--- src/rtl/fifo_wr_ctrl.sv ---
// fifo_wr_ctrl
// Write-side controller of a gray-pointer async FIFO. Advances the binary
// write pointer on accepted writes and drives the RAM write port. Publishes
// a flop-direct gray write pointer for the read-domain synchronizer. Derives
// full, almost-full, fill level and a sticky overflow flag against the read
// pointer that has already been synchronized into this clock domain.
//
// The flags compare against a synchronized read pointer that lags the real
// one. As a result they are pessimistic: full may linger and the level may
// over-report, but neither ever under-reports.

module fifo_wr_ctrl #(
    parameter int FIFO_addr_size = 2,
    parameter int ALMOST_FULL_TH = 3
) (
    input  logic                      clk,
    input  logic                      rst,
    input  logic                      winc,
    input  logic                      ovf_clr,
    input  logic [FIFO_addr_size:0]   rptr_sync,
    output logic                      wen,
    output logic [FIFO_addr_size-1:0] waddr,
    output logic [FIFO_addr_size:0]   wptr,
    output logic                      wfull,
    output logic                      walmost_full,
    output logic [FIFO_addr_size:0]   wlevel,
    output logic                      overflow
);

    localparam int A = FIFO_addr_size;

    // Registered state
    logic [A:0] wbin_reg;
    logic [A:0] wptr_reg;
    logic       wfull_reg;
    logic       walmost_full_reg;
    logic [A:0] wlevel_reg;
    logic       overflow_reg;

    // Next-state values
    logic       acc;
    logic [A:0] wbin_next;
    logic [A:0] wgray_next;
    logic       wfull_next;
    logic       walmost_full_next;
    logic [A:0] wlevel_next;
    logic       overflow_next;

    // Derived read-side values
    logic [A:0] rbin;
    logic [A:0] full_cmp;

    // A write is accepted only when the FIFO is not already full
    assign acc = winc & ~wfull_reg;

    // Binary write pointer increments modulo 2^(A+1) on an accepted write
    assign wbin_next = wbin_reg + {{A{1'b0}}, acc};

    // Binary-to-gray conversion of the next write pointer, bit by bit
    genvar gi;
    generate
        for (gi = 0; gi < A; gi++) begin : g_bin2gray
            assign wgray_next[gi] = wbin_next[gi+1] ^ wbin_next[gi];
        end
    endgenerate
    assign wgray_next[A] = wbin_next[A];

    // Gray-to-binary conversion of the synchronized read pointer:
    // XOR prefix running down from the MSB
    assign rbin[A] = rptr_sync[A];
    generate
        for (gi = A - 1; gi >= 0; gi--) begin : g_gray2bin
            assign rbin[gi] = rbin[gi+1] ^ rptr_sync[gi];
        end
    endgenerate

    // Full when the write pointer is exactly one lap ahead of the read
    // pointer. In gray code, that means the top two bits are inverted and
    // the rest are equal.
    assign full_cmp = {~rptr_sync[A:A-1], rptr_sync[A-2:0]};

    // Next-value computation for the flags and the occupancy
    always_comb begin
        wfull_next        = (wgray_next == full_cmp);
        wlevel_next       = wbin_next - rbin;
        walmost_full_next = (32'(wlevel_next) >= 32'(ALMOST_FULL_TH));
    end

    // Sticky overflow: a refused write sets it, clear acts only when no set
    always_comb begin
        overflow_next = overflow_reg;
        if (winc && wfull_reg) begin
            overflow_next = 1'b1;
        end else if (ovf_clr) begin
            overflow_next = 1'b0;
        end
    end

    // Pointer and flag registers, all cleared immediately on reset
    always_ff @(posedge clk or negedge rst) begin
        if (!rst) begin
            wbin_reg         <= '0;
            wptr_reg         <= '0;
            wfull_reg        <= 1'b0;
            walmost_full_reg <= 1'b0;
            wlevel_reg       <= '0;
            overflow_reg     <= 1'b0;
        end else begin
            wbin_reg         <= wbin_next;
            wptr_reg         <= wgray_next;
            wfull_reg        <= wfull_next;
            walmost_full_reg <= walmost_full_next;
            wlevel_reg       <= wlevel_next;
            overflow_reg     <= overflow_next;
        end
    end

    // RAM write port is combinational, valid in the same cycle as winc
    assign wen   = acc;
    assign waddr = wbin_reg[A-1:0];

    // wptr comes straight from a flop: it is sampled by another clock domain
    assign wptr         = wptr_reg;
    assign wfull        = wfull_reg;
    assign walmost_full = walmost_full_reg;
    assign wlevel       = wlevel_reg;
    assign overflow     = overflow_reg;

endmodule
--- config.mk ---
export PLATFORM = sky130hd
export DESIGN_NAME = fifo_wr_ctrl
export DESIGN_NICKNAME = d
export VERILOG_FILES = /design/src/rtl/fifo_wr_ctrl.sv
export SDC_FILE = /design/constraint.sdc
export NUM_CORES = 1
export LEC_CHECK = 0
export ABC_CLOCK_PERIOD_IN_PS = 5300
export CAP_MARGIN = 40
export CORE_AREA = 3 3 40 42
export CTS_CLUSTER_SIZE = 8
export DETAILED_ROUTE_END_ITERATION = 12
export DIE_AREA = 0 0 43 45
export GPL_TIMING_DRIVEN = 0
export PLACE_DENSITY = 0.7
export SLEW_MARGIN = 20
export SYNTH_ARGS = -nofsm -noshare
export SYNTH_HDL_FRONTEND = slang
export SYNTH_SLANG_ARGS = --single-unit
--- constraint.sdc ---
create_clock -name clk -period 5.3 [get_ports clk]
set_clock_uncertainty 0.05 [all_clocks]
set_input_delay 0.53 -clock clk [delete_from_list [all_inputs] [get_ports clk]]
set_output_delay 0.53 -clock clk [all_outputs]
set_load 0.005 [all_outputs]
## Word-level counts from Yosys, hierarchy flattened

Cells that the tools add are included.

- Flip-flop bits (word level): 12
- Word-level logic and storage cells: 21

- $add $sub $neg: 2
- $lt $le $gt $ge: 1
- Equal/unequal tests: 1
- Multiplexer cells: 2
- Bitwise gates (word level): 7
- Reductions and logical operators: 2

Operators by type and width:

| operator | number |
|---|---|
| 1-bit XOR | 4 |
| 3-bit by 1-bit adder with 3-bit output | 1 |
| 3-bit == test | 1 |
| 3-bit by 2-bit greater-or-equal comparator with 1-bit output (second input constant) | 1 |
| 3-bit subtractor | 1 |
| 1-bit 2-to-1 mux | 2 |
| 2-bit inverter | 1 |
| 2-bit nonzero test | 1 |
| 1-bit AND | 1 |
| 1-bit logical AND | 1 |
| 1-bit inverter | 1 |

## Longest topological paths before layout

Gate-level depths: netlist of run 1.

- Depth after elaboration: 5
- Mapped depth: 8

## Worst setup path before layout of run 1

No wires, ideal clock.

- Path type: input -> register
- Start point: in winc
- End point: reg walmost_full_reg, in the netlist walmost_full
- Setup time: 0.118 ns
- Data arrival time: 2.096 ns
- Data required time: 5.132 ns
- Slack: 3.036 ns
- Stages on the path: 8
- Buffers on the path: 0
- Cells stage by stage: nor2b_1 ha_1 ha_1 inv_1 fa_1 xnor2_1 xnor2_1 a21o_1

- Cells in the longest elaborated chain, start to end: 4

Ends and longest elaborated chain:

| item | line | source |
|---|---|---|
| from (decl) | 18 | `input logic winc,` |
| 1-bit AND | 54 | `assign acc = winc & ~wfull_reg;` |
| 3-bit by 1-bit adder with 3-bit output | 57 | `assign wbin_next = wbin_reg + {{A{1'b0}}, acc};` |
| via wbin_next[1] | 42 | `logic [A:0] wbin_next;` |
| 3-bit subtractor | 85 | `wlevel_next = wbin_next - rbin;` |
| via wlevel_next[2] | 46 | `logic [A:0] wlevel_next;` |
| 3-bit by 2-bit greater-or-equal comparator with 1-bit output | 86 | `walmost_full_next = (32'(wlevel_next) >= 32'(ALMOST_FULL_TH));` |
| via walmost_full_next | 45 | `logic walmost_full_next;` |
| to (signal assigned) | 112 | `walmost_full_reg <= walmost_full_next;` |
| to (decl) | 36 | `logic walmost_full_reg;` |

The timed path passes the listed nets, and every way through them passes these cells.
A chain may end at the register's enable or synchronous reset.

## Worst setup path after layout of run 1

Ends and elaborated chain as after synthesis.

==> results_dict.tcl, run 1 <==
set metrics [dict create \
    outcome "finished, final reports clean" \
    utilization_pct 56.9 \
    grt.overflow.total 0 \
    antennaDiodeCount 0 \
    power_uw 433 \
    via_per_inst 4.53 \
    ant_nets 0 \
    fin_crit_sh_pct 47.4 \
    cp.buffers_inverters 2 \
    grt_pass1_vias 356 \
    vdd_drop_max_mv 0.213 \
    grt_pass1_wl_um 1500 \
    initial_core_util_pct 39.3 \
    leakage_nw 0.336 \
    power_density_nw_per_um2 592 \
    rows 13 \
    ys_warn_count 0 \
    worst_pin_slew_ns 0.492 \
    crit_chain "clkdlybuf4s50_1, nor2b_1, ha_1, ha_1, inv_1, fa_1, xnor2_1, xnor2_1, a21o_1" \
    synth_seq_cells 11 \
    hold_viol_final 0 \
    cpMaxStageDelayCell "fa_1" \
    clockRootBuffer "clkbuf_4" \
    dr.first_iter.drc_count 0 \
    hold_path_startpoint "wfull" \
    syn_area_um2 505 \
    portBuffers 18 \
    max_slew_margin_pct 67.1 \
    instances_no_fill 78 \
    cts_buffer_depth 2 \
    cts_tree "built" \
    die_h_um 45 \
    final_common_cell "clkdlybuf4s50_1" \
    drc_errors 0 \
    critPathMaxStageDelay_ns 0.44 \
    netlist_instances 41 \
    clk_pin_slew_ns 0.06 \
    crit_arrival_ns 2.61 \
    place_hpwl_um 650 \
    worstPathRequired_ns 5.40 \
    die_w_um 43 \
    drt_first_pass_iters 1 \
    syn_nets 52 \
    grt_max_degree 12 \
    cts_buffers 3 \
    area_delta_synth_final_pct 44.6 \
    criticalPathCategory "primary input to register" \
    drive_gt1_share_pct 6.35 \
    final_cell_mix "18 x clkdlybuf4s50_1, 11 x dfrtp_1, 5 x inv_1" \
    min_period_ns 2.51 \
    placed_cells 74 \
    clk_latency_ns 0.26 \
    tns_ns 0 \
    rr_endpoint "walmost_full" \
    post_cts_buffers 0 \
    rrSetupSlack_ns 3.21 \
    ys_types 16 \
    vias 353 \
    min_path_type "register to register" \
    setup_viol 0 \
    layout.nets 75 \
    io_pins 19 \
    grt_usage_pct 10.9 \
    wirelength_um 782 \
    yosysSeqAreaShare_pct 54.5 \
    slew_violations 0 \
    hold_depth 2 \
    start_kind "primary input" \
    cts-htree-levels 1 \
    path_max_fanout 4 \
    place.gp.congestion 0.690 \
    hold_buffers 0 \
    core_um2 1280 \
    clock_sinks 11 \
    die_area_um2 1940 \
    worstReg2RegStart "wfull" \
    antenna_found_initial 0 \
    post_drt_wl_per_cell_um 10.0 \
    rsz0062_at_grt "no" \
    maxCapViolCount 0 \
    timing.fmax_mhz 398 \
    hold-path-endpoint "overflow" \
    critical_path.endpoint_type "register" \
    postCtsResizedCells 0 \
    syn_avg_cell_area_um2 12.3 \
    cp_top_family "adder cells" \
    rr_worst_depth 8 \
]
routing by layer:
metal  part of all wire (%)  vias up  track usage, %  wire, µm
met2                     46       15            16.5       361
met5                      0        -               0         0
met4                    3.3        0            9.04        26
met1                     41      163            12.4       322
li1                       -      173               -         -
met3                    9.2        2            3.98        72
how the worst max path moves through the flow:
stage / startpoint / end / slack (ns) / cells after the start
3_5_place_dp: winc / walmost_full / 2.50 / 9
5_1_grt: winc / walmost_full / 2.66 / 9
6_report: winc / walmost_full / 2.79 / 9
4_1_cts: winc / walmost_full / 2.77 / 9
3_3_place_gp: winc / walmost_full / 2.53 / 9
2_1_floorplan: winc / walmost_full / 3.04 / 8
Yosys cell counts, drive strengths merged:
| library cell | count | area [µm²] |
|---|---|---|
| ha | 3 | 37.5 |
| xnor2 | 4 | 35.0 |
| mux2i | 2 | 20.0 |
| nand2 | 3 | 11.3 |
| and2 | 1 | 6.26 |
| nor2b | 1 | 6.26 |
| inv | 5 | 18.8 |
| xor2 | 3 | 33.8 |
| a21o | 1 | 7.51 |
| nand2b | 2 | 12.5 |
| o21ai | 1 | 5.00 |
| dfrtp | 11 | 275 |
| fa | 1 | 20.0 |
| nor2 | 2 | 7.51 |
| o2bb2ai | 1 | 8.76 |
worst min-delay path, delay by kind of cell, from the launching register on:
family	cells	cell delay [ns]
AO/OA/AOI/OAI	1	0.06
flip-flops	1	0.36
AND/OR/NAND/NOR	1	0.05
kinds of logic (layout without fill, tap and decap cells):
kind of cell               Yosys count  count (layout)  share of synthesized area (%)
DFF                                 11              11                           54.5
and+or+nand+nor                      9               9                           8.66
xor gates and xnor gates             7               7                           13.6
buffers and inverters                5              27                           3.71
adders and majority gates            4               4                           11.4
AOI/OAI and AO/OA                    3               3                           4.21
muxes                                2               2                           3.96
report_power, final:
| group | internal (mW) | leakage [nW] | total [mW] | switching (mW) |
|---|---|---|---|---|
| sequential | 0.127 | 0.131 | 0.142 | 0.0143 |
| clock | 0.0290 | 0.0150 | 0.0539 | 0.0249 |
| combinational | 0.136 | 0.190 | 0.237 | 0.101 |
| total | 0.292 | 0.336 | 0.433 | 0.140 |
area by class of cell:
cell class,instances,area [µm²]
Tap cell,15,18.8
Multi-Input combinational cell,25,211
Fill cell,123,554
Inverter,5,18.8
Clock buffer,4,26.3
Sequential cell,11,275
Timing Repair Buffer,18,180
metrics by stage:
stage	hold WS (ns)	area (µm²)	setup slack, ns
final	0.463	731	2.79
after global placement	0.452	704	2.53
after CTS	0.476	731	2.77
after global routing	0.527	731	2.66
after floorplan	0.184	505	3.04
after detailed placement	0.458	704	2.50
No activity file was read; power rests on OpenSTA's default activity.
==> inputs of run 2 (changes only) <==
ABC_CLOCK_PERIOD_IN_PS = 2200   (was 5300)
CORE_AREA = default   (was 3 3 40 42)
CORE_MARGIN = 3   (was default)
CORE_UTILIZATION = 37   (was default)
DIE_AREA = default   (was 0 0 43 45)
PLACE_DENSITY = 0.72   (was 0.7)
clock period = 2.2 ns   (was 5.3 ns; I/O delays follow)
==> run 2 against run 1 <==
  * Cell area rose by 5.0%
  * Cell count did not move
  * Sequential power rose by 150%
  * Non-clock buffer count rose by 1
  * First-iteration DRC count rose by 1
==> results_dict.tcl, run 2 (synthesis results as in run 1) <==
set metrics [dict create \
    place_hpwl_um 660 \
    max_slew_margin_pct 67.7 \
    rr_worst_depth 8 \
    grt_max_degree 12 \
    die_area_um2 1850 \
    vdd_drop_max_mv 0.542 \
    dpl_worst_slack_ns -0.285 \
    min_path_type "primary input to asynchronous set/reset pin" \
    power_mw 1.12 \
    setup_viol 0 \
    cp_top_family "adder cells" \
    rows 12 \
    cts_tree "built" \
    instances_no_fill 78 \
    fin_ws_ns 0.105 \
    leakage_nw 0.349 \
    ant_nets 0 \
    antenna_found_initial 0 \
    critPathMaxStageDelay_ns 0.43 \
    cts_buffer_depth 2 \
    cts-htree-levels 1 \
    die_w_um 43.0 \
    critical_path.endpoint_type "register" \
    rr_endpoint "walmost_full" \
    clock_sinks 11 \
    hold_viol_final 0 \
    worstReg2RegStart "wfull" \
    clockRootBuffer "clkbuf_4" \
    die_h_um 43.0 \
    seqPwrFrac_pct 31.3 \
    grt_usage_pct 11.6 \
    placed_cells 73 \
    layout.nets 76 \
    core_um2 1190 \
    vias 341 \
    drc_errors 0 \
    io_pins 19 \
    cts_buffers 3 \
    crit_arrival_ns 2.20 \
    wirelength_um 838 \
    crit_cells 9 \
    p_comb_share_pct 56.7 \
    maxCapViolCount 0 \
    grt.overflow.total 0 \
    dr.first_iter.drc_count 1 \
    final_common_cell "clkdlybuf4s50_1" \
    power_density_nw_per_um2 1460 \
    path_max_fanout 4 \
    grt_pass1_vias 373 \
    rsz0062_at_grt "no" \
    hold_buffers 0 \
    antennaDiodeCount 0 \
    clkPwrFrac_pct 12.0 \
    timing.fmax_mhz 477 \
    worst_pin_slew_ns 0.483 \
    p_sw_uw 369 \
    criticalPathCategory "primary input to register" \
    min_period_ns 2.09 \
    rrSetupSlack_ns 0.21 \
    slew_violations 0 \
    post_drt_wl_per_cell_um 10.7 \
    area_delta_synth_final_pct 51.7 \
    grt_pass1_wl_um 1550 \
    tns_ns 0 \
    power_switching_share_pct 32.9 \
    timing.hold.ws_ns 0.234 \
    start_kind "primary input" \
    initial_core_util_pct 42.6 \
    fin_crit_sh_pct 95.2 \
    clk_latency_ns 0.26 \
    portBuffers 18 \
    drt_first_pass_iters 4 \
    outcome "finished, final reports clean" \
    place.gp.congestion 0.738 \
    final_cell_mix "17 x clkdlybuf4s50_1, 11 x dfrtp_1, 4 x xnor2_1, 4 x inv_1" \
    cp.buffers_inverters 2 \
    drive_gt1_share_pct 14.1 \
    crit_chain "clkdlybuf4s50_1, nor2b_2, ha_4, ha_4, inv_2, fa_1, xnor2_1, xnor2_1, a21o_1" \
    fillCellCount 94 \
    via_per_inst 4.37 \
    cpMaxStageDelayCell "fa_1" \
    clk_pin_slew_ns 0.07 \
    worstPathRequired_ns 2.31 \
    intPower_uw 753 \
]
-- run 2: cell types whose count changed in the layout (fill, tap and decap cells not counted) --
| cell | previous run | this run |
|---|---|---|
| nor2b_1 | 1 | 0 |
| dlymetal6s2s_1 | 0 | 1 |
| clkdlybuf4s50_1 | 18 | 17 |
| buf_4 | 0 | 1 |
| inv_1 | 5 | 4 |
| inv_2 | 0 | 1 |
| ha_1 | 3 | 1 |
| nor2b_2 | 0 | 1 |
| ha_4 | 0 | 2 |
-- run 2: cell type report --
| type | count | area [µm²] | area share, % |
|---|---|---|---|
| sequential | 11 | 275 | 35.9 |
| tap | 14 | 17.5 | 2.28 |
| timing repair buffer | 19 | 190 | 24.8 |
| inverter | 5 | 18.8 | 2.45 |
| clock buffer | 4 | 26.3 | 3.43 |
| multi-input combinational | 25 | 239 | 31.2 |
-- run 2: timing repair --
action	4_1_cts	5_1_grt
setup buffers	0	1
setup endpoints to repair	1	1
resized for setup	1	5
pin swaps	0	1
-- run 2: layer usage --
metal / global-route usage, % / vias up / part of all wire, %
met5: 0 / - / 0
met4: 7.23 / 0 / 0
met3: 3.81 / 0 / 6.1
met2: 15.9 / 12 / 49
met1: 15.4 / 154 / 45
li1: - / 175 / -
-- run 2: worst max path at each step --
stage / from / to / slack, ns
after floorplan: wfull / walmost_full / 0.17
after global placement: winc / walmost_full / -0.25
after detailed placement: winc / walmost_full / -0.29
after CTS: winc / walmost_full / 0.02
after global routing: winc / walmost_full / 0.02
final: winc / walmost_full / 0.11
-- run 2: power groups by stage --
stage,Combinational (mW),Clock [mW],Sequential (mW)
after floorplan,0.308,0,0.361
after global placement,0.573,0,0.344
after detailed placement,0.578,0,0.349
after CTS,0.584,0.136,0.345
after global routing,0.706,0.147,0.368
final,0.636,0.135,0.351
-- run 2: stage by stage --
stage,cell area (µm²),util (%)
after floorplan,505,-
after global placement,703,59.3
after detailed placement,703,59.3
after CTS,729,61.5
after global routing,767,64.7
final,767,64.7
==> inputs of run 3 (changes only) <==
MAX_ROUTING_LAYER = met4   (was default)
==> run 3 against run 2 <==
  * Total power fell by 0.15%
  * Critical path depth unchanged
  * Critical path type unchanged
  * Cell count stayed put
==> results_dict.tcl, run 3 (synthesis results as in run 1) <==
set metrics [dict create \
    power_density_nw_per_um2 1460 \
    timing.hold.ws_ns 0.234 \
    grt_pass1_wl_um 1560 \
    min_path_type "primary input to asynchronous set/reset pin" \
    die_w_um 43.0 \
    min_period_ns 2.10 \
    ant_nets 0 \
    crit_arrival_ns 2.20 \
    final_common_cell "clkdlybuf4s50_1" \
    cts_buffers 3 \
    cts_tree "built" \
    core_um2 1190 \
    cts-htree-levels 1 \
    area_delta_synth_final_pct 51.7 \
    clk_pin_slew_ns 0.07 \
    criticalPathCategory "primary input to register" \
    antennaDiodeCount 0 \
    hold_buffers 0 \
    multi_input_area_um2 239 \
    cts_buffer_depth 2 \
    fillCellCount 94 \
    vias 338 \
    drc_errors 0 \
    crit_chain "clkdlybuf4s50_1, nor2b_2, ha_4, ha_4, inv_2, fa_1, xnor2_1, xnor2_1, a21o_1" \
    drive_gt1_share_pct 14.1 \
    antenna_found_initial 0 \
    via_per_inst 4.33 \
    setup_viol 0 \
    clockRootBuffer "clkbuf_4" \
    worstPathRequired_ns 2.31 \
    grt_pass1_vias 372 \
    dr.first_iter.drc_count 0 \
    vdd_drop_max_mv 0.539 \
    grt_max_degree 12 \
    rsz0062_at_grt "no" \
    die_area_um2 1850 \
    worst_pin_slew_ns 0.487 \
    clock_sinks 11 \
    path_max_fanout 4 \
    initial_core_util_pct 42.6 \
    critical_path.endpoint_type "register" \
    slew_violations 0 \
    io_pins 19 \
    wirelength_um 837 \
    cp_top_family "adder cells" \
    fin_crit_sh_pct 95.3 \
    timing.fmax_mhz 477 \
    grt.overflow.total 0 \
    cpMaxStageDelayCell "fa_1" \
    final_cell_mix "17 x clkdlybuf4s50_1, 11 x dfrtp_1, 4 x xnor2_1, 4 x inv_1" \
    clk_latency_ns 0.26 \
    maxCapViolCount 0 \
    cp.buffers_inverters 2 \
    outcome "finished, final reports clean" \
    max_slew_margin_pct 67.5 \
    post_drt_wl_per_cell_um 10.7 \
    drt_first_pass_iters 1 \
    die_h_um 43.0 \
    hold_viol_final 0 \
    place.gp.congestion 0.747 \
    rows 12 \
    critPathMaxStageDelay_ns 0.43 \
    portBuffers 18 \
    start_kind "primary input" \
    place_hpwl_um 660 \
    leakage_nw 0.349 \
    grt_usage_pct 11.9 \
    ff_latch_area_um2 275 \
    layout.nets 76 \
    power_mw 1.12 \
]
## run 3: cell counts in the layout (fill, tap and decap cells not counted)
No cell type changed its count.
## run 3: final cells by class
cell class | instances | share of cell area (%)
sequential | 11 | 35.9
clock buffer | 4 | 3.43
timing repair buffer | 19 | 24.8
tap | 14 | 2.28
multi-input combinational | 25 | 31.2
inverter | 5 | 2.45
## run 3: worst reg2reg max path, cell delays in order, from the launching register on
cell	delay (ns)
dfrtp_1	0.40
nor2b_2	0.19
ha_4	0.18
inv_1	0.04
ha_1	0.19
fa_1	0.38
xnor2_1	0.15
xnor2_1	0.14
a21o_1	0.17
## run 3: what timing repair did
| item | 4_1_cts | 5_1_grt |
|---|---|---|
| pin swaps | 0 | 1 |
| endpoints found under the setup margin | 1 | 1 |
| setup buffers | 0 | 1 |
| hold endpoints to repair | 0 | 0 |
| gates resized for setup | 1 | 5 |
## run 3: stage by stage
step	instances	util [%]	cell area [µm²]	setup slack (ns)	setup TNS [ns]
6_report	78	64.7	767	0.104	0
5_1_grt	78	64.7	767	0.0218	0
4_1_cts	77	61.5	729	0.0206	0
3_5_place_dp	73	59.3	703	-0.285	-0.431
3_3_place_gp	73	59.3	703	-0.249	-0.363
2_1_floorplan	41	-	505	0.172	0
## run 3: layer usage
| metal | track usage [%] | share of wire, % | vias to the layer above |
|---|---|---|---|
| met5 | - | 0 | - |
| met4 | 7.23 | 2.0 | 0 |
| met3 | 3.81 | 6.2 | 2 |
| met2 | 15.9 | 48 | 12 |
| met1 | 15.4 | 44 | 151 |
| li1 | - | - | 173 |
## run 3: final timing paths
check	start	end	slack [ns]	cells past startpoint
worst min-delay path	rst	wptr[0]	0.23	1
worst max-delay path	winc	walmost_full	0.10	9
worst max register to register	wfull	walmost_full	0.21	8
worst min register to register	overflow	overflow	0.48	2
max in group asynchronous	rst	wlevel[0]	1.54	1
min in group clk	rptr_sync[2]	wlevel[2]	0.35	3
## run 3: power by group
part,leakage [nW],switching [mW],internal [mW]
clock network,0.0150,0.0652,0.0700
registers,0.131,0.0446,0.307
logic,0.203,0.258,0.376
